<file path="config.mk">
export PLATFORM = sky130hd
export DESIGN_NAME = uart_tx_fifo
export DESIGN_NICKNAME = d
export VERILOG_FILES = /design/src/rtl/uart_pkg.sv /design/src/rtl/sync_fifo.sv /design/src/rtl/uart_tx_fifo.sv
export SDC_FILE = /design/constraint.sdc
export NUM_CORES = 1
export LEC_CHECK = 0
export CAP_MARGIN = 20
export CELL_PAD_IN_SITES_DETAIL_PLACEMENT = 1
export CELL_PAD_IN_SITES_GLOBAL_PLACEMENT = 2
export CORE_UTILIZATION = 35
export CTS_BUF_LIST = sky130_fd_sc_hd__clkbuf_4 sky130_fd_sc_hd__clkbuf_8
export DETAILED_ROUTE_END_ITERATION = 8
export GPL_TIMING_DRIVEN = 0
export PLACE_DENSITY = 0.78
export REMOVE_ABC_BUFFERS = 1
export SYNTH_ARGS = -nofsm -noshare
export SYNTH_HDL_FRONTEND = slang
export SYNTH_HIERARCHICAL = 1
export SYNTH_SLANG_ARGS = --single-unit
</file>
<file path="constraint.sdc">
create_clock -name clk -period 6.9 [get_ports clk]
set_clock_uncertainty 0.2 [all_clocks]
set_input_delay 1.38 -clock clk [delete_from_list [all_inputs] [get_ports clk]]
set_output_delay 1.38 -clock clk [all_outputs]
set_load 0.03 [all_outputs]
</file>
<file path="src/rtl/uart_pkg.sv">
// Shared definitions for the UART transmitter: frame states, register map,
// CTRL/STATUS bit positions and the frame parity helper.
package uart_pkg;

  typedef enum logic [2:0] {
    ST_IDLE   = 3'd0,
    ST_START  = 3'd1,
    ST_DATA   = 3'd2,
    ST_PARITY = 3'd3,
    ST_STOP   = 3'd4
  } state_t;

  // Register offsets (addr[3:0])
  localparam logic [3:0] ADDR_TXDATA = 4'h2;
  localparam logic [3:0] ADDR_CTRL   = 4'h4;
  localparam logic [3:0] ADDR_DIV    = 4'h8;
  localparam logic [3:0] ADDR_STATUS = 4'hC;

  // CTRL bit positions
  localparam int unsigned CTRL_PAR_EN  = 0;
  localparam int unsigned CTRL_PAR_ODD = 1;
  localparam int unsigned CTRL_STOP2   = 2;
  localparam int unsigned CTRL_DATA7   = 3;
  localparam int unsigned CTRL_IRQ_EN  = 4;
  localparam int unsigned CTRL_W       = 5;

  // STATUS bit positions
  localparam int unsigned STAT_EMPTY     = 0;
  localparam int unsigned STAT_FULL      = 1;
  localparam int unsigned STAT_BUSY      = 2;
  localparam int unsigned STAT_OVF       = 3;
  localparam int unsigned STAT_LEVEL_LSB = 8;

  // Parity over the transmitted data bits; odd parity is the inverted XOR.
  function automatic logic frame_parity(input logic [7:0] b, input logic data7,
                                        input logic odd);
    logic p;
    p = data7 ? ^b[6:0] : ^b;
    return p ^ odd;
  endfunction

endpackage

</file>
<file path="src/rtl/sync_fifo.sv">
// Synchronous FIFO with wrap-around pointers (one extra bit distinguishes
// full from empty). A push on a full FIFO is accepted only when a pop
// happens in the same cycle.
module sync_fifo #(
  parameter int unsigned WIDTH = 8,
  parameter int unsigned DEPTH = 16
) (
  input  logic                     clk,
  input  logic                     rst_n,
  input  logic                     push,
  input  logic                     pop,
  input  logic [WIDTH-1:0]         din,
  output logic [WIDTH-1:0]         dout,
  output logic                     full,
  output logic                     empty,
  output logic [$clog2(DEPTH):0]   level
);

  localparam int unsigned AW = $clog2(DEPTH);

  logic [WIDTH-1:0] r_mem [DEPTH];
  logic [AW:0]      r_wr_ptr;
  logic [AW:0]      r_rd_ptr;
  logic             w_push_ok;
  logic             w_pop_ok;

  assign level     = r_wr_ptr - r_rd_ptr;
  assign empty     = (r_wr_ptr == r_rd_ptr);
  assign full      = (r_wr_ptr[AW] != r_rd_ptr[AW]) &&
                     (r_wr_ptr[AW-1:0] == r_rd_ptr[AW-1:0]);
  assign w_pop_ok  = pop && !empty;
  assign w_push_ok = push && (!full || w_pop_ok);
  assign dout      = r_mem[r_rd_ptr[AW-1:0]];

  // Storage write; contents need no reset since the pointers define validity
  always_ff @(posedge clk) begin
    if (w_push_ok) r_mem[r_wr_ptr[AW-1:0]] <= din;
  end

  // Pointer update
  always_ff @(posedge clk) begin
    if (!rst_n) begin
      r_wr_ptr <= '0;
      r_rd_ptr <= '0;
    end else begin
      if (w_push_ok) r_wr_ptr <= r_wr_ptr + 1'b1;
      if (w_pop_ok)  r_rd_ptr <= r_rd_ptr + 1'b1;
    end
  end

endmodule

</file>
<file path="src/rtl/uart_tx_fifo.sv">
// UART transmitter with a byte FIFO, CTRL/DIV/STATUS registers and a
// TX-empty interrupt. Frame format and bit period are latched when a byte
// leaves the FIFO, so register writes only affect later frames.
module uart_tx_fifo
  import uart_pkg::*;
#(
  parameter int unsigned FIFO_DEPTH = 16,
  parameter int unsigned DIV_WIDTH  = 16,
  parameter int unsigned DIV_RESET  = 868
) (
  input  logic        clk,
  input  logic        rst_n,
  input  logic        en,
  input  logic [2:0]  write_enable,
  input  logic [23:0] addr,
  input  logic [31:0] data_in,
  output logic [31:0] data_out,
  output logic        uart_txd,
  output logic        uart_tx_busy,
  output logic        irq
);

  localparam int unsigned LVL_W = $clog2(FIFO_DEPTH) + 1;

  logic [3:0]           w_a;
  logic                 w_wr;
  logic                 w_push;
  logic                 w_wr_ctrl;
  logic                 w_wr_div;
  logic                 w_wr_stat;
  logic                 w_pop;
  logic                 w_drop;
  logic [7:0]           w_fifo_dout;
  logic                 w_full;
  logic                 w_empty;
  logic [LVL_W-1:0]     w_level;
  logic [2:0]           w_last_bit;
  logic                 w_unused;

  logic [CTRL_W-1:0]    r_ctrl;
  logic [DIV_WIDTH-1:0] r_div;
  logic                 r_ovf;
  state_t               r_state;
  logic                 r_txd;
  logic [DIV_WIDTH-1:0] r_cnt;
  logic [DIV_WIDTH-1:0] r_fdiv;
  logic [3:0]           r_fctrl;
  logic [7:0]           r_shift;
  logic [2:0]           r_bit;
  logic                 r_par;
  logic                 r_stop2nd;

  assign w_a       = addr[3:0];
  assign w_wr      = en && write_enable[2];
  assign w_push    = w_wr && (w_a == ADDR_TXDATA);
  assign w_wr_ctrl = w_wr && (w_a == ADDR_CTRL);
  assign w_wr_div  = w_wr && (w_a == ADDR_DIV);
  assign w_wr_stat = w_wr && (w_a == ADDR_STATUS);
  assign w_pop     = (r_state == ST_IDLE) && !w_empty;
  assign w_drop    = w_push && w_full && !w_pop;
  assign w_unused  = &{1'b0, addr[23:4], write_enable[1:0], data_in};

  sync_fifo #(
    .WIDTH (8),
    .DEPTH (FIFO_DEPTH)
  ) u_fifo (
    .clk   (clk),
    .rst_n (rst_n),
    .push  (w_push),
    .pop   (w_pop),
    .din   (data_in[7:0]),
    .dout  (w_fifo_dout),
    .full  (w_full),
    .empty (w_empty),
    .level (w_level)
  );

  // Configuration registers
  always_ff @(posedge clk) begin
    if (!rst_n) begin
      r_ctrl <= '0;
      r_div  <= DIV_WIDTH'(DIV_RESET);
    end else begin
      if (w_wr_ctrl) r_ctrl <= data_in[CTRL_W-1:0];
      if (w_wr_div)  r_div  <= data_in[DIV_WIDTH-1:0];
    end
  end

  // Sticky overflow; a new drop wins over a same-cycle clear
  always_ff @(posedge clk) begin
    if (!rst_n)                                r_ovf <= 1'b0;
    else if (w_drop)                           r_ovf <= 1'b1;
    else if (w_wr_stat && data_in[STAT_OVF])   r_ovf <= 1'b0;
  end

  assign w_last_bit = r_fctrl[CTRL_DATA7] ? 3'd6 : 3'd7;

  // Frame sequencer: each bit is held for r_fdiv+1 cycles, txd is registered
  always_ff @(posedge clk) begin
    if (!rst_n) begin
      r_state   <= ST_IDLE;
      r_txd     <= 1'b1;
      r_cnt     <= '0;
      r_fdiv    <= '0;
      r_fctrl   <= '0;
      r_shift   <= '0;
      r_bit     <= '0;
      r_par     <= 1'b0;
      r_stop2nd <= 1'b0;
    end else if (r_state == ST_IDLE) begin
      r_txd <= 1'b1;
      if (!w_empty) begin
        r_state <= ST_START;
        r_txd   <= 1'b0;
        r_shift <= w_fifo_dout;
        r_par   <= frame_parity(w_fifo_dout, r_ctrl[CTRL_DATA7], r_ctrl[CTRL_PAR_ODD]);
        r_fctrl <= r_ctrl[3:0];
        r_fdiv  <= r_div;
        r_cnt   <= '0;
      end
    end else if (r_cnt != r_fdiv) begin
      r_cnt <= r_cnt + 1'b1;
    end else begin
      r_cnt <= '0;
      case (r_state)
        ST_START: begin
          r_state <= ST_DATA;
          r_txd   <= r_shift[0];
          r_shift <= {1'b0, r_shift[7:1]};
          r_bit   <= '0;
        end
        ST_DATA: begin
          if (r_bit == w_last_bit) begin
            r_stop2nd <= 1'b0;
            if (r_fctrl[CTRL_PAR_EN]) begin
              r_state <= ST_PARITY;
              r_txd   <= r_par;
            end else begin
              r_state <= ST_STOP;
              r_txd   <= 1'b1;
            end
          end else begin
            r_bit   <= r_bit + 1'b1;
            r_txd   <= r_shift[0];
            r_shift <= {1'b0, r_shift[7:1]};
          end
        end
        ST_PARITY: begin
          r_state <= ST_STOP;
          r_txd   <= 1'b1;
        end
        ST_STOP: begin
          r_txd <= 1'b1;
          if (r_fctrl[CTRL_STOP2] && !r_stop2nd) r_stop2nd <= 1'b1;
          else                                   r_state   <= ST_IDLE;
        end
        default: begin
          r_state <= ST_IDLE;
          r_txd   <= 1'b1;
        end
      endcase
    end
  end

  assign uart_txd     = r_txd;
  assign uart_tx_busy = !w_empty || (r_state != ST_IDLE);
  assign irq          = r_ctrl[CTRL_IRQ_EN] && w_empty && (r_state == ST_IDLE);

  // Register read mux
  always_comb begin
    data_out = '0;
    case (w_a)
      ADDR_CTRL:   data_out[CTRL_W-1:0]    = r_ctrl;
      ADDR_DIV:    data_out[DIV_WIDTH-1:0] = r_div;
      ADDR_STATUS: begin
        data_out[STAT_LEVEL_LSB+8:STAT_LEVEL_LSB] = 9'(w_level);
        data_out[STAT_OVF]   = r_ovf;
        data_out[STAT_BUSY]  = uart_tx_busy;
        data_out[STAT_FULL]  = w_full;
        data_out[STAT_EMPTY] = w_empty;
      end
      default: data_out = '0;
    endcase
  end

endmodule

</file>
==> summary.md <==
| Metric | Value |
|---|---|
| Detail Placement HPWL | `16000 um` |
| Combined area of the multi-input logic cells | `approximately 3700 um^2` |
| Setup-failing EPs final | `0` |
| Die width | `168 um` |
| Initial DRC Count | `319` |
| GRT Overall Usage | `between 15 and 20%` |
| Max incr delay on CP | `940 ps` |
| Top cell by count, worst path | `clkdlybuf4s50_1` |
| Worst-case clock buffer depth | `3` |
| Static leakage power | `3.72 nW` |
| GR Util met1 | `22.6%` |
| Largest family of logic cells by synthesized area | `simple AND/OR/NAND/NOR gates` |
| Slowest-stage cell, CP | `nor4b_4` |
| FMAX | `179 MHz` |
| Setup repair bufs after CTS | `0` |
| Total Power | `a little over 3 mW` |
| Post-Place Cell Area | `~10000 um^2` |
| R2R Setup Slk | `~2100 ps` |
| Num rows | `60` |
| Final #Nets | `910` |
| CTS tree | `yes` |
| Bufs and invs on worst path | `3` |
| Slew of the pin with the lowest slew margin | `1120 ps` |
| Adder-Cell Fraction of Synth Area | `~1.6%` |
| Clock transition at path regs | `50 ps` |
| First-pass DRT Iterations | `4` |
| Met3 GRT Util | `2.61%` |
| Crit Path Max Fanout | `17` |
| Finished Layout Cells | `around 1200` |
| Part of the cycle the worst path needs | `80.9%` |
| Synth Instances | `about 790` |
| Core box area | `approximately 27000 um^2` |
| Root buf cell | `clkbuf_8` |
| Largest net degree at the start of global routing | `53` |
| Layout cells sized above 1 | `between 10 and 15%` |
| DRC Markers | `0` |
| Die area | `28200 um^2` |
| CP Class | `in -> out` |
| Synth Register Bits | `approximately 220` |
| Worst r2r src | `u_fifo/r_wr_ptr[3]` |
| Clock sinks | `216` |
| Max Slew Vio Count | `0` |
| Io pins | `between 90 and 100` |
| Mapped Area | `a little under 10000 um^2` |
| Crit path time final | `5580 ps` |
| Mux cell area share after synthesis | `roughly a tenth` |
| DRT Wirelength | `24000 um` |
| First-pass GRT wire length | `37300 um` |
| TNS Setup | `0 ps` |
| Setup crit end kind | `output port` |
| Yosys cell types | `60` |
| Resized Gates After CTS | `0` |
| Initial antenna violation count | `0` |
| Dominant synthesized flop cell | `edfxtp_1` |
| Crit path max-delay family | `buffers and inverters` |
| Post-synth EDFFs | `about 130` |
| Sequential share of the synthesized area | `58.2%` |
| Via/cell ratio | `between 5 and 6` |
| Met2 layer usage reported by global route | `between 20% and 30%` |
| Final GP Congestion | `between 0.7 and 0.8` |
| Worst EP arrival | `approximately 4000 ps` |
| Die height | `approximately 170 um` |
| Commonest non-fill, non-tap cell in the layout | `edfxtp_1` |
| Post-Synth Simple-Gate Area | `between 10% and 20%` |
| RSZ-0062 raised after global routing | `no` |
| Hold Vio Cnt, Final | `0` |
| Dpl cells | `1137` |
| DR WL/cell | `between 15 and 20 um` |
| ANT nets after route | `0` |
| Max-capacitance violation count | `0` |
| Fill count | `2837` |
| Hold Path Depth | `2` |
| HP Start | `r_fctrl[2]` |
| Async set-reset flop share out of synthesis | `0%` |
| Commonest non-fill, non-tap cells in the layout | `128 x edfxtp_1, 96 x nand2_1, 86 x dfxtp_1` |
| GRT overflow | `0` |
| CP Launch Type | `primary input` |
| Post-synthesis xor/xnor area fraction | `under 10%` |
| Status | `finished clean` |
| Pwr dens | `between 200 and 300 nW/um^2` |
| Crit path cell chain | `clkdlybuf4s50_1 > nor4b_4 > a222oi_1 > inv_1 > clkdlybuf4s50_1` |
| Busiest grt layer | `met2` |
| IO Port Bufs | `42` |
| Finished Cell Area | `around 11000 um^2` |
| Number of buffers created by CTS | `38` |
| Compound-Gate Fraction of Synth Area | `a little under a tenth` |
| H-tree lvl count | `2` |
| Crit Reg-Reg Endpoint | `u_fifo/r_mem[6][4]` |
| Area grow syn2layout | `15.8%` |
| Peak supply drop | `around 0.00015 V` |
| End point of the worst hold path | `r_fctrl[2]` |
| Vias | `between 6000 and 7000` |
| Required @ worst endpoint | `around 5300 ps` |
| Post-cts hold buffer count | `0` |
| Normalized max-slew margin | `between 20% and 30%` |
| Synth warnings | `6` |
| Starting Density | `between 30 and 40%` |
| Worst Reg-to-Reg Cells | `9` |
| Hold Path Class | `reg -> reg` |
| Syn_area_per_cell | `roughly 12 um^2` |
| Ant. Diodes | `0` |
| FF+latch area | `approximately 5600 um^2` |
| Worst skew pair latency | `approximately 560 ps` |
| Vias in the first global route | `between 6000 and 7000` |
-- per-stage QoR --
| stage | utilization [%] | setup WS (ps) | hold slack (ps) |
|---|---|---|---|
| after detailed placement | 38.4 | 1300 | 251 |
| after CTS | 41.4 | 1300 | 259 |
| after global placement | 37.8 | 114 | 241 |
| after global routing | 41.4 | 1190 | 282 |
| after floorplan | - | 2650 | 232 |
| final | 41.4 | 1320 | 256 |
-- synth_stat cells, types with 19 or more instances --
library cell,instances,area [um^2]
edfxtp_1,128,3840
a21oi_1,33,165
a22oi_1,24,180
xor2_1,23,201
inv_1,21,78.8
nand3_1,27,135
nor2_1,47,176
nand2_1,96,360
mux2i_1,25,250
mux4_2,32,721
buf_4,19,143
clkbuf_1,26,97.6
dfxtp_1,88,1760
-- state kept, by name, summed over array words and instances, names as in the netlist, 5 cells and up, named ones only --
signal           flops
u_fifo/r_mem       128
r_cnt               16
r_div               16
r_fdiv              16
r_shift              8
r_ctrl               5
u_fifo/r_rd_ptr      5
u_fifo/r_wr_ptr      5
-- power breakdown --
| group | switching (mW) | internal (mW) | total (mW) | leakage [nW] |
|---|---|---|---|---|
| registers | 0.0376 | 1.40 | 1.43 | 1.86 |
| clock network | 0.549 | 0.690 | 1.24 | 0.429 |
| logic | 0.290 | 0.141 | 0.431 | 1.43 |
-- layout make-up --
| type | instances | share of cell area (%) |
|---|---|---|
| flip-flops and latches | 216 | 50.3 |
| multi-input cells | 503 | 32.9 |
| repair buffers | 53 | 4.92 |
| clock inverters | 13 | 1.02 |
| clock buffers | 56 | 6.19 |
| inverters | 24 | 0.819 |
| well taps | 341 | 3.83 |
-- worst register-to-register path: stages, from the launching register on --
cell and delay (ps):
dfxtp_1 570, ha_1 360, nand4_1 390, nor2_1 310, nand2b_1 590, buf_16 350
inv_2 510, o31a_4 290, nand2_1 160, nor2_1 740
-- kinds of logic after synthesis --
family	after synthesis
XOR/XNOR	40
AO/OA/AOI/OAI	129
adder cells (fa/ha/maj)	12
multiplexers	57
other	1
flip-flops	216
buffers and inverters	87
AND/OR/NAND/NOR	249
-- layer usage --
| layer | vias to the layer above | wire, um | share of wire [%] |
|---|---|---|---|
| met2 | 124 | 11800 | 49 |
| met4 | 0 | 429 | 1.8 |
| met1 | 3265 | 11000 | 46 |
| met3 | 36 | 767 | 3.2 |
| met5 | - | 0 | 0 |
| li1 | 2998 | - | - |
-- worst max-delay path by stage --
stage                 start     endpoint  slack [ps]  cells after the start
global route        addr[1]  data_out[1]        1190                      5
global placement      rst_n    r_cnt[15]         110                      5
CTS                 addr[1]  data_out[1]        1300                      5
floorplan           addr[3]  data_out[0]        2650                      3
detailed placement  addr[1]  data_out[1]        1300                      5
finish              addr[1]  data_out[1]        1320                      5
No activity file was read; power rests on OpenSTA's default activity.
